===== config.mk =====
export PLATFORM = sky130hd
export DESIGN_NAME = reg_operand_unit
export DESIGN_NICKNAME = d
export VERILOG_FILES = /design/src/rtl/reg_operand_pkg.sv /design/src/rtl/reg_busy_scoreboard.sv /design/src/rtl/reg_operand_unit.sv
export SDC_FILE = /design/constraint.sdc
export NUM_CORES = 2
export LEC_CHECK = 0
export BUFFER_PORTS_ARGS = -buffer_cell sky130_fd_sc_hd__buf_2
export CAP_MARGIN = 20
export CELL_PAD_IN_SITES_DETAIL_PLACEMENT = 1
export CELL_PAD_IN_SITES_GLOBAL_PLACEMENT = 1
export CORE_UTILIZATION = 28
export CTS_CLUSTER_SIZE = 12
export DETAILED_ROUTE_END_ITERATION = 8
export PLACE_DENSITY_LB_ADDON = 0.1
export REMOVE_ABC_BUFFERS = 1
export SLEW_MARGIN = 20
export SYNTH_ARGS = -nofsm -noshare
export SYNTH_HDL_FRONTEND = slang
export SYNTH_HIERARCHICAL = 1
export SYNTH_SLANG_ARGS = --single-unit
export TNS_END_PERCENT = 10

===== constraint.sdc =====
create_clock -name clk -period 5.3 [get_ports clk]
set_input_delay 1.325 -clock clk [delete_from_list [all_inputs] [get_ports clk]]
set_output_delay 1.325 -clock clk [all_outputs]
set_load 0.005 [all_outputs]

===== src/rtl/reg_operand_pkg.sv =====
// Shared constants and types for the register operand unit and the
// rs1/rs2 agents that drive its read-address ports.
package reg_operand_pkg;

  localparam int DEF_XLEN         = 32;
  localparam int DEF_NUM_REGS     = 32;
  localparam int DEF_NUM_RD_PORTS = 2;
  localparam int REG_ADDR_W       = $clog2(DEF_NUM_REGS);

  typedef logic [REG_ADDR_W-1:0] reg_addr_t;
  typedef logic [DEF_XLEN-1:0]   reg_data_t;

endpackage


===== src/rtl/reg_busy_scoreboard.sv =====
// Per-register busy (pending write) vector with a registered popcount.
// x0 is never busy.
module reg_busy_scoreboard
  import reg_operand_pkg::*;
#(
  parameter int NUM_REGS = DEF_NUM_REGS,
  parameter int ADDR_W   = $clog2(NUM_REGS),
  parameter int CNT_W    = $clog2(NUM_REGS + 1)
) (
  input  logic                clk,
  input  logic                rst_n,
  input  logic                reserve_en,
  input  logic [ADDR_W-1:0]   reserve_addr,
  input  logic                wb_en,
  input  logic [ADDR_W-1:0]   wb_addr,
  input  logic                flush,
  output logic [NUM_REGS-1:0] busy_q,
  output logic [CNT_W-1:0]    busy_count
);

  logic [NUM_REGS-1:0] busy_d;
  logic [CNT_W-1:0]    count_d;

  // Next busy state: reserve beats flush, flush beats writeback, else hold.
  always_comb begin
    busy_d = busy_q;
    for (int r = 1; r < NUM_REGS; r++) begin
      if (reserve_en && (reserve_addr == ADDR_W'(r)))
        busy_d[r] = 1'b1;
      else if (flush)
        busy_d[r] = 1'b0;
      else if (wb_en && (wb_addr == ADDR_W'(r)))
        busy_d[r] = 1'b0;
    end
    busy_d[0] = 1'b0;
  end

  // Popcount of the post-update vector so the registered count tracks busy_q.
  always_comb begin
    count_d = '0;
    for (int r = 0; r < NUM_REGS; r++)
      count_d = count_d + CNT_W'(busy_d[r]);
  end

  // Busy vector and count registers.
  always_ff @(posedge clk or negedge rst_n) begin
    if (!rst_n) begin
      busy_q     <= '0;
      busy_count <= '0;
    end else begin
      busy_q     <= busy_d;
      busy_count <= count_d;
    end
  end

endmodule


===== src/rtl/reg_operand_unit.sv =====
// N-read/1-write register file combined with a busy scoreboard. Each read
// port returns operand data plus a hazard flag, one cycle after the request.
//
// Read protocol: rd_en_i[p] is a request with no back-pressure. A request
// sampled at edge k produces rd_valid_o[p]=1 during cycle k+1; rd_data_o and
// rd_busy_o for that port then hold until the port's next request.
module reg_operand_unit
  import reg_operand_pkg::*;
#(
  parameter  int XLEN         = DEF_XLEN,
  parameter  int NUM_REGS     = DEF_NUM_REGS,
  parameter  int NUM_RD_PORTS = DEF_NUM_RD_PORTS,
  localparam int ADDR_W       = $clog2(NUM_REGS),
  localparam int CNT_W        = $clog2(NUM_REGS + 1)
) (
  input  logic                           clk,
  input  logic                           rst_n,
  input  logic [NUM_RD_PORTS-1:0]        rd_en_i,
  input  logic [NUM_RD_PORTS*ADDR_W-1:0] rd_addr_i,
  output logic [NUM_RD_PORTS*XLEN-1:0]   rd_data_o,
  output logic [NUM_RD_PORTS-1:0]        rd_busy_o,
  output logic [NUM_RD_PORTS-1:0]        rd_valid_o,
  input  logic                           reserve_en_i,
  input  logic [ADDR_W-1:0]              reserve_addr_i,
  input  logic                           wb_en_i,
  input  logic [ADDR_W-1:0]              wb_addr_i,
  input  logic [XLEN-1:0]                wb_data_i,
  input  logic                           flush_i,
  output logic [CNT_W-1:0]               busy_count_o
);

  logic [XLEN-1:0]     regs [NUM_REGS];
  logic [NUM_REGS-1:0] busy_vec;
  logic                wb_live;

  // Writes to x0 are dropped so x0 storage stays zero.
  assign wb_live = wb_en_i && (wb_addr_i != '0);

  reg_busy_scoreboard #(
    .NUM_REGS (NUM_REGS),
    .ADDR_W   (ADDR_W),
    .CNT_W    (CNT_W)
  ) u_busy (
    .clk          (clk),
    .rst_n        (rst_n),
    .reserve_en   (reserve_en_i),
    .reserve_addr (reserve_addr_i),
    .wb_en        (wb_en_i),
    .wb_addr      (wb_addr_i),
    .flush        (flush_i),
    .busy_q       (busy_vec),
    .busy_count   (busy_count_o)
  );

  // Register storage, written by the writeback port.
  always_ff @(posedge clk or negedge rst_n) begin
    if (!rst_n) begin
      for (int r = 0; r < NUM_REGS; r++)
        regs[r] <= '0;
    end else if (wb_live) begin
      regs[wb_addr_i] <= wb_data_i;
    end
  end

  for (genvar p = 0; p < NUM_RD_PORTS; p++) begin : g_port
    logic [ADDR_W-1:0] addr;
    logic              bypass;
    logic [XLEN-1:0]   data_next;
    logic              busy_next;
    logic [XLEN-1:0]   data_q;
    logic              busy_q;
    logic              valid_q;

    assign addr   = rd_addr_i[p*ADDR_W +: ADDR_W];
    assign bypass = wb_live && (wb_addr_i == addr);

    // Operand select: x0 reads zero, a same-cycle writeback forwards, and a
    // same-cycle writeback also retires the hazard. Same-cycle reserves are
    // from younger instructions and are deliberately not seen here.
    always_comb begin
      data_next = '0;
      busy_next = 1'b0;
      if (addr != '0) begin
        data_next = bypass ? wb_data_i : regs[addr];
        busy_next = busy_vec[addr] && !bypass;
      end
    end

    // One-cycle read pipeline; data/busy hold between requests.
    always_ff @(posedge clk or negedge rst_n) begin
      if (!rst_n) begin
        data_q  <= '0;
        busy_q  <= 1'b0;
        valid_q <= 1'b0;
      end else begin
        valid_q <= rd_en_i[p];
        if (rd_en_i[p]) begin
          data_q <= data_next;
          busy_q <= busy_next;
        end
      end
    end

    assign rd_data_o[p*XLEN +: XLEN] = data_q;
    assign rd_busy_o[p]              = busy_q;
    assign rd_valid_o[p]             = valid_q;
  end

endmodule


* After elaboration in Yosys (flattened, before gate mapping)
Index checks and enable logic that the tools add are counted.
** Word-level totals
- Flip-flop bits (word level) :: 1129
- Output and inout port bits :: 74
- Logic and storage cells :: 328
** Operators by class
- Add/sub/neg operators :: 30
- Magnitude comparators :: 6
- Equality and inequality tests :: 64
- Multiplexer cells :: 112
- Bitwise logic cells :: 3
- Reduce and logical (&&, ||, !) cells :: 73
** Operators with widths (number)
- 1024-bit bitwise mux :: 1
- 32-bit binary-select mux with 5-bit select :: 2
- 32-bit two-way mux :: 9
- 6-bit by 1-bit adder with 6-bit output :: 29
- 32-bit demux with 5-bit select :: 1
- 5-bit == test, second input constant :: 32
- 1-bit two-way mux :: 97
- 5-bit by 4-bit == test with 1-bit output, second input constant :: 16
- 1-bit logical AND :: 68
- 5-bit by 3-bit == test with 1-bit output, second input constant :: 8
- 5-bit by 2-bit == test with 1-bit output, second input constant :: 4
- 6-bit greater-or-equal comparator, second input constant :: 3
- 5-bit NOT with 6-bit output :: 3
- 5-bit nonzero test :: 3
- 5-bit by 6-bit less-than comparator with 1-bit output, second input constant :: 2
- 1-bit binary-select mux with 5-bit select :: 2
- 5-bit by 1-bit == test with 1-bit output, second input constant :: 2
- 5-bit == test :: 2
- 6-bit by 1-bit less-than comparator with 1-bit output, second input constant :: 1
- 1-bit by 1-bit adder with 2-bit output :: 1
- 1-bit zero test :: 2

* Logic depth before layout (Yosys ltp)
- Word-level depth :: 35
- Gate-level depth with buffers :: 20
- Gate-level depth less buffers :: 19

* Cells and area by module
Netlist, hierarchy kept.
** Modules (own cells, without submodules)
- reg_operand_unit :: times used 1, cells each 3810, area an instance 57740.4 µm²
- reg_busy_scoreboard :: times used 1, cells each 227, area an instance 2428.6 µm²

* Worst setup path after synthesis
OpenSTA, ideal clock, no wires.
- Path kind :: input -> register
- Start :: in wb_addr_i[1]
- End :: reg u_busy.busy_count[4]
- Library setup time :: 0.080 ns
- Arrival :: 6.709 ns
- Required time :: 5.220 ns
- Setup slack :: -1.489 ns
- Stages :: 19
- Path buffers :: 1
- Cell sequence :: clkbuf_1 -> nand4b_1 -> o311ai_0 -> o21ai_0 -> fa_1 -> inv_1 -> fa_1 -> fa_1 -> inv_1 -> fa_1 -> fa_1 -> inv_1 -> fa_1 -> inv_1 -> fa_1 -> fa_1 -> a21o_1 -> a21oi_1 -> xnor2_1
** RTL lines
- from (decl) :: RTL line reg_operand_unit.sv:26 : input logic [ADDR_W-1:0] wb_addr_i,
- 5-bit == test :: RTL line reg_busy_scoreboard.sv:32 : else if (wb_en && (wb_addr == ADDR_W'(r)))
- 1-bit logical AND :: RTL line reg_busy_scoreboard.sv:32
- 1-bit two-way mux :: RTL line reg_busy_scoreboard.sv:32
- 1-bit two-way mux :: RTL line reg_busy_scoreboard.sv:30 : else if (flush)
- 1-bit two-way mux :: RTL line reg_busy_scoreboard.sv:28 : if (reserve_en && (reserve_addr == ADDR_W'(r)))
- named net u_busy.busy_d[18] :: RTL line reg_busy_scoreboard.sv:21 : logic [NUM_REGS-1:0] busy_d;
- 6-bit by 1-bit adder with 6-bit output (14 in a row) :: RTL line reg_busy_scoreboard.sv:42 : count_d = count_d + CNT_W'(busy_d[r]);
- named net u_busy.count_d[4] :: RTL line reg_busy_scoreboard.sv:22 : logic [CNT_W-1:0] count_d;
- to (signal assigned) :: RTL line reg_busy_scoreboard.sv:52 : busy_count <= count_d;
- to (decl) :: RTL line reg_busy_scoreboard.sv:18 : output logic [CNT_W-1:0] busy_count
The timed path passes the listed nets, and every way through them passes these cells.
A chain may end at the register's enable or synchronous reset.

* Worst setup path after layout
- Start :: in wb_addr_i[4]
- End :: reg u_busy.busy_count[4]
** Between the ends
- Word-level cells in the longest chain between the ends :: 35
** Ends and longest elaborated chain (RTL line)
- 5-bit by 1-bit == test with 1-bit output or 5-bit by 2-bit == test with 1-bit output (tied branches) :: reg_busy_scoreboard.sv:32
- 1-bit logical AND :: reg_busy_scoreboard.sv:32
- 1-bit two-way mux :: reg_busy_scoreboard.sv:32
- 1-bit two-way mux :: reg_busy_scoreboard.sv:30
- 1-bit two-way mux :: reg_busy_scoreboard.sv:28
- 1-bit by 1-bit adder with 2-bit output :: reg_busy_scoreboard.sv:42
- 6-bit by 1-bit adder with 6-bit output (28 in a row) :: reg_busy_scoreboard.sv:42
- 6-bit by 1-bit adder with 6-bit output (*) :: reg_busy_scoreboard.sv:42
- named net u_busy.count_d[4] :: reg_busy_scoreboard.sv:22
The timed path passes the listed nets; every way through them passes the cells marked *.

==> results.ini <==
[outcome]
status = finished, violations left
violations = negative setup slack

[critical_path]
critPathRequiredTime_ns = 6.02
cp-start-kind = input port
cp-end-kind = flip-flop
path_class = in -> reg
critPathMaxFanout = 7
critPathArrivalTime_ns = 6.55

[cts]
root_buffer = clkbuf_16
clkTransAtPathRegs_ns = 0.07
insertion_delay_ns = 0.80
cts.sinks = 1129
cts_tree = built
cts_buffer_depth = 3
cts-buffers-inserted = 147
htreeDepth = 4

[global_routing]
antenna_found_initial = 13
grt_max_degree = 140
overflow = 0
grt_use_total_pct = 21.2
grt_pass1_vias = 41648
grt_util_met2_pct = 34.3
use_met1_pct = 29.8
grt_util_met3_pct = 3.06
grt_pass1_wl_um = 330000
top_usage_layer = met2

[power_and_ir_drop]
p_leak_uw = 0.0298
ir_drop_mv = 0.363
seq_power_share_pct = 43.1
pwr-share-clk_pct = 38.1
p_int_uw = 19200
swShare_pct = 27.5
powerDensity_nw_per_um2 = 380
switching_power_uw = 7310
pwr-share-comb_pct = 18.8
fin_total_pwr_uw = 26500

[floorplan]
die_w_um = 466
initial_core_util_pct = 28.3
die_h_um = 466
rows = 169
dieArea_um2 = 217000
core-area_um2 = 213000
io_pins = 133

[cells_and_area]
fin_cells = 7035
layout-drive-gt1-share_pct = 52.4
fin_nets = 4193
area_growth_pct = 16.1
finalInstanceArea_um2 = 69900

[sta]
period_share_pct = 110
tightest_slew_ns = 1.12
fin_ws_ns = -0.529
max_freq_ghz = 0.172
rsz0062_at_grt = yes
post-route-min-period_ns = 5.83
skew_ns = 0.0252
tns_ns = -2.06
hold_violations = 0
slew_headroom_pct = 25.5
drv_slew = 0
setup-violations-final = 5

[drt]
ant_nets = 0
vias_per_cell = 5.42
first_pass_iters = 5
drtIter0Drc = 2272
routed_wl_um = 227000
drc = 0
wl_per_cell_um = 32.2
num_vias = 38115

[flow_run]
max-cap-violations = 0

[synth]
ys_warn_count = 6
synth_seq_cells = 1129
syn_inst = 4037
syn_area_per_cell_um2 = 14.9
yosys-top-cells-area = dfrtp_1 47%, mux2_2 19%, mux4_2 19%, mux2i_1 2.3%, clkbuf_1 1.5%
ys_types = 66
synth-edff-count = 0
synthFlopType = dfrtp_1
synth-async-reset-ratio_pct = 100
synth-seq-area-share_pct = 47.0
synth_top_area_share_pct = 47.0
synth_area_um2 = 60200
synth.largest_area_cell = dfrtp_1

[placement]
dpl_cell_area_um2 = 64800
placedCellCount = 6769
io_buffers = 132
place_ws_ns = -1.87
place_hpwl_um = 134000
place_congestion = 0.760

[worst_hold_path]
holdCritPathClass = reg -> reg

## routing by layer
layer  routed length [µm]  share of wire [%]
met5                    0                  0
met2               108000                 48
met3                 7780                3.4
met1               105000                 47
met4                 5510                2.4
## layout by cell type, fill, tap and decap left out, types with 57 or more instances in the layout
cell type,synthesis,routed
clkbuf_16,0,152
mux2_2,1038,1038
dfrtp_1,1129,1129
mux4_2,498,498
buf_2,93,120
a211oi_1,65,65
nor2b_1,59,57
mux2i_1,137,137
buf_4,32,200
o21ai_0,67,62
## cell usage after synthesis (32+ instances only)
cell type / n
a211oi_1: 65
a22oi_1: 47
buf_1: 71
buf_2: 93
buf_4: 32
clkbuf_1: 237
dfrtp_1: 1129
mux2_2: 1038
mux2i_1: 137
mux4_2: 498
nand2_1: 67
nand2b_1: 35
nor2_1: 35
nor2b_1: 59
o211ai_1: 50
o21ai_0: 67
o221ai_1: 33
o22a_1: 32
## power groups by stage
stage | sequential [µW] | clock (µW) | combinational, µW
2_1_floorplan | 11100 | 0 | 3390
3_3_place_gp | 11500 | 0 | 4960
3_5_place_dp | 11600 | 0 | 5040
4_1_cts | 11400 | 10500 | 5060
5_1_grt | 11700 | 10800 | 5400
6_report | 11400 | 10100 | 4980
## worst max-delay path, cell delays in order
cell and delay (ns):
buf_4 0.15, or4b_4 0.53, o211ai_4 0.22, o21a_1 0.18, fa_1 0.41, inv_2 0.08, fa_1 0.40, inv_2 0.07
fa_1 0.41, inv_1 0.09, fa_1 0.43, fa_1 0.50, inv_1 0.05, fa_1 0.49, inv_2 0.04, fa_2 0.39
fa_2 0.35, a21o_1 0.18, a21oi_2 0.14, xnor2_1 0.12
## registers in the layout, summed over array words and instances (netlist names)
| name | cells |
|---|---|
| g_port.busy_q | 2 |
| regs | 1024 |
| g_port.valid_q | 2 |
| g_port.data_q | 64 |
| u_busy/busy_q | 31 |
| u_busy/busy_count | 6 |
## final cells by class
type	instances	area (µm²)
timing repair buffer	369	3020
fill	22002	143000
clock inverter	36	412
clock buffer	222	4430
multi-input combinational	2426	30100
antenna	1	2.50
inverter	31	120
sequential	1129	28300
tap	2821	3530
## what timing repair did
action	CTS	global route
pin swaps	17	12
gates resized for setup	31	8
setup endpoints to repair	6	6
setup buffers	5	2
hold buffers	0	0
## final timing paths
kind	startpoint	end	slack (ns)	cells past startpoint
worst max-delay path	wb_addr_i[4]	u_busy/busy_count[4]	-0.53	20
worst min-delay path	regs[1019]	regs[1019]	0.39	0
worst max register to register	u_busy/busy_q[4]	u_busy/busy_count[4]	-0.02	19
worst min register to register	regs[1019]	regs[1019]	0.39	0
max in group asynchronous	rst_n	regs[975]	3.47	2
min in group asynchronous	rst_n	g_port[0].data_q[7]	0.48	1
## through the flow
| step | hold WS (ns) | utilization, % |
|---|---|---|
| floorplan | 0.365 | - |
| global placement | 0.378 | 30.5 |
| detailed placement | 0.383 | 30.5 |
| CTS | 0.396 | 32.8 |
| global route | 0.407 | 32.8 |
| finish | 0.393 | 32.8 |
## cells by family after synthesis
group / Yosys count / synth area share, %
flip-flops: 1129 / 47.0
multiplexers: 1673 / 40.3
buffers and inverters: 482 / 3.67
adder cells (fa/ha/maj): 30 / 0.911
AND/OR/NAND/NOR: 281 / 2.60
other: 1 / 0.00623
AO/OA/AOI/OAI: 428 / 5.33
XOR/XNOR: 13 / 0.189
No activity file was read; power rests on OpenSTA's default activity.
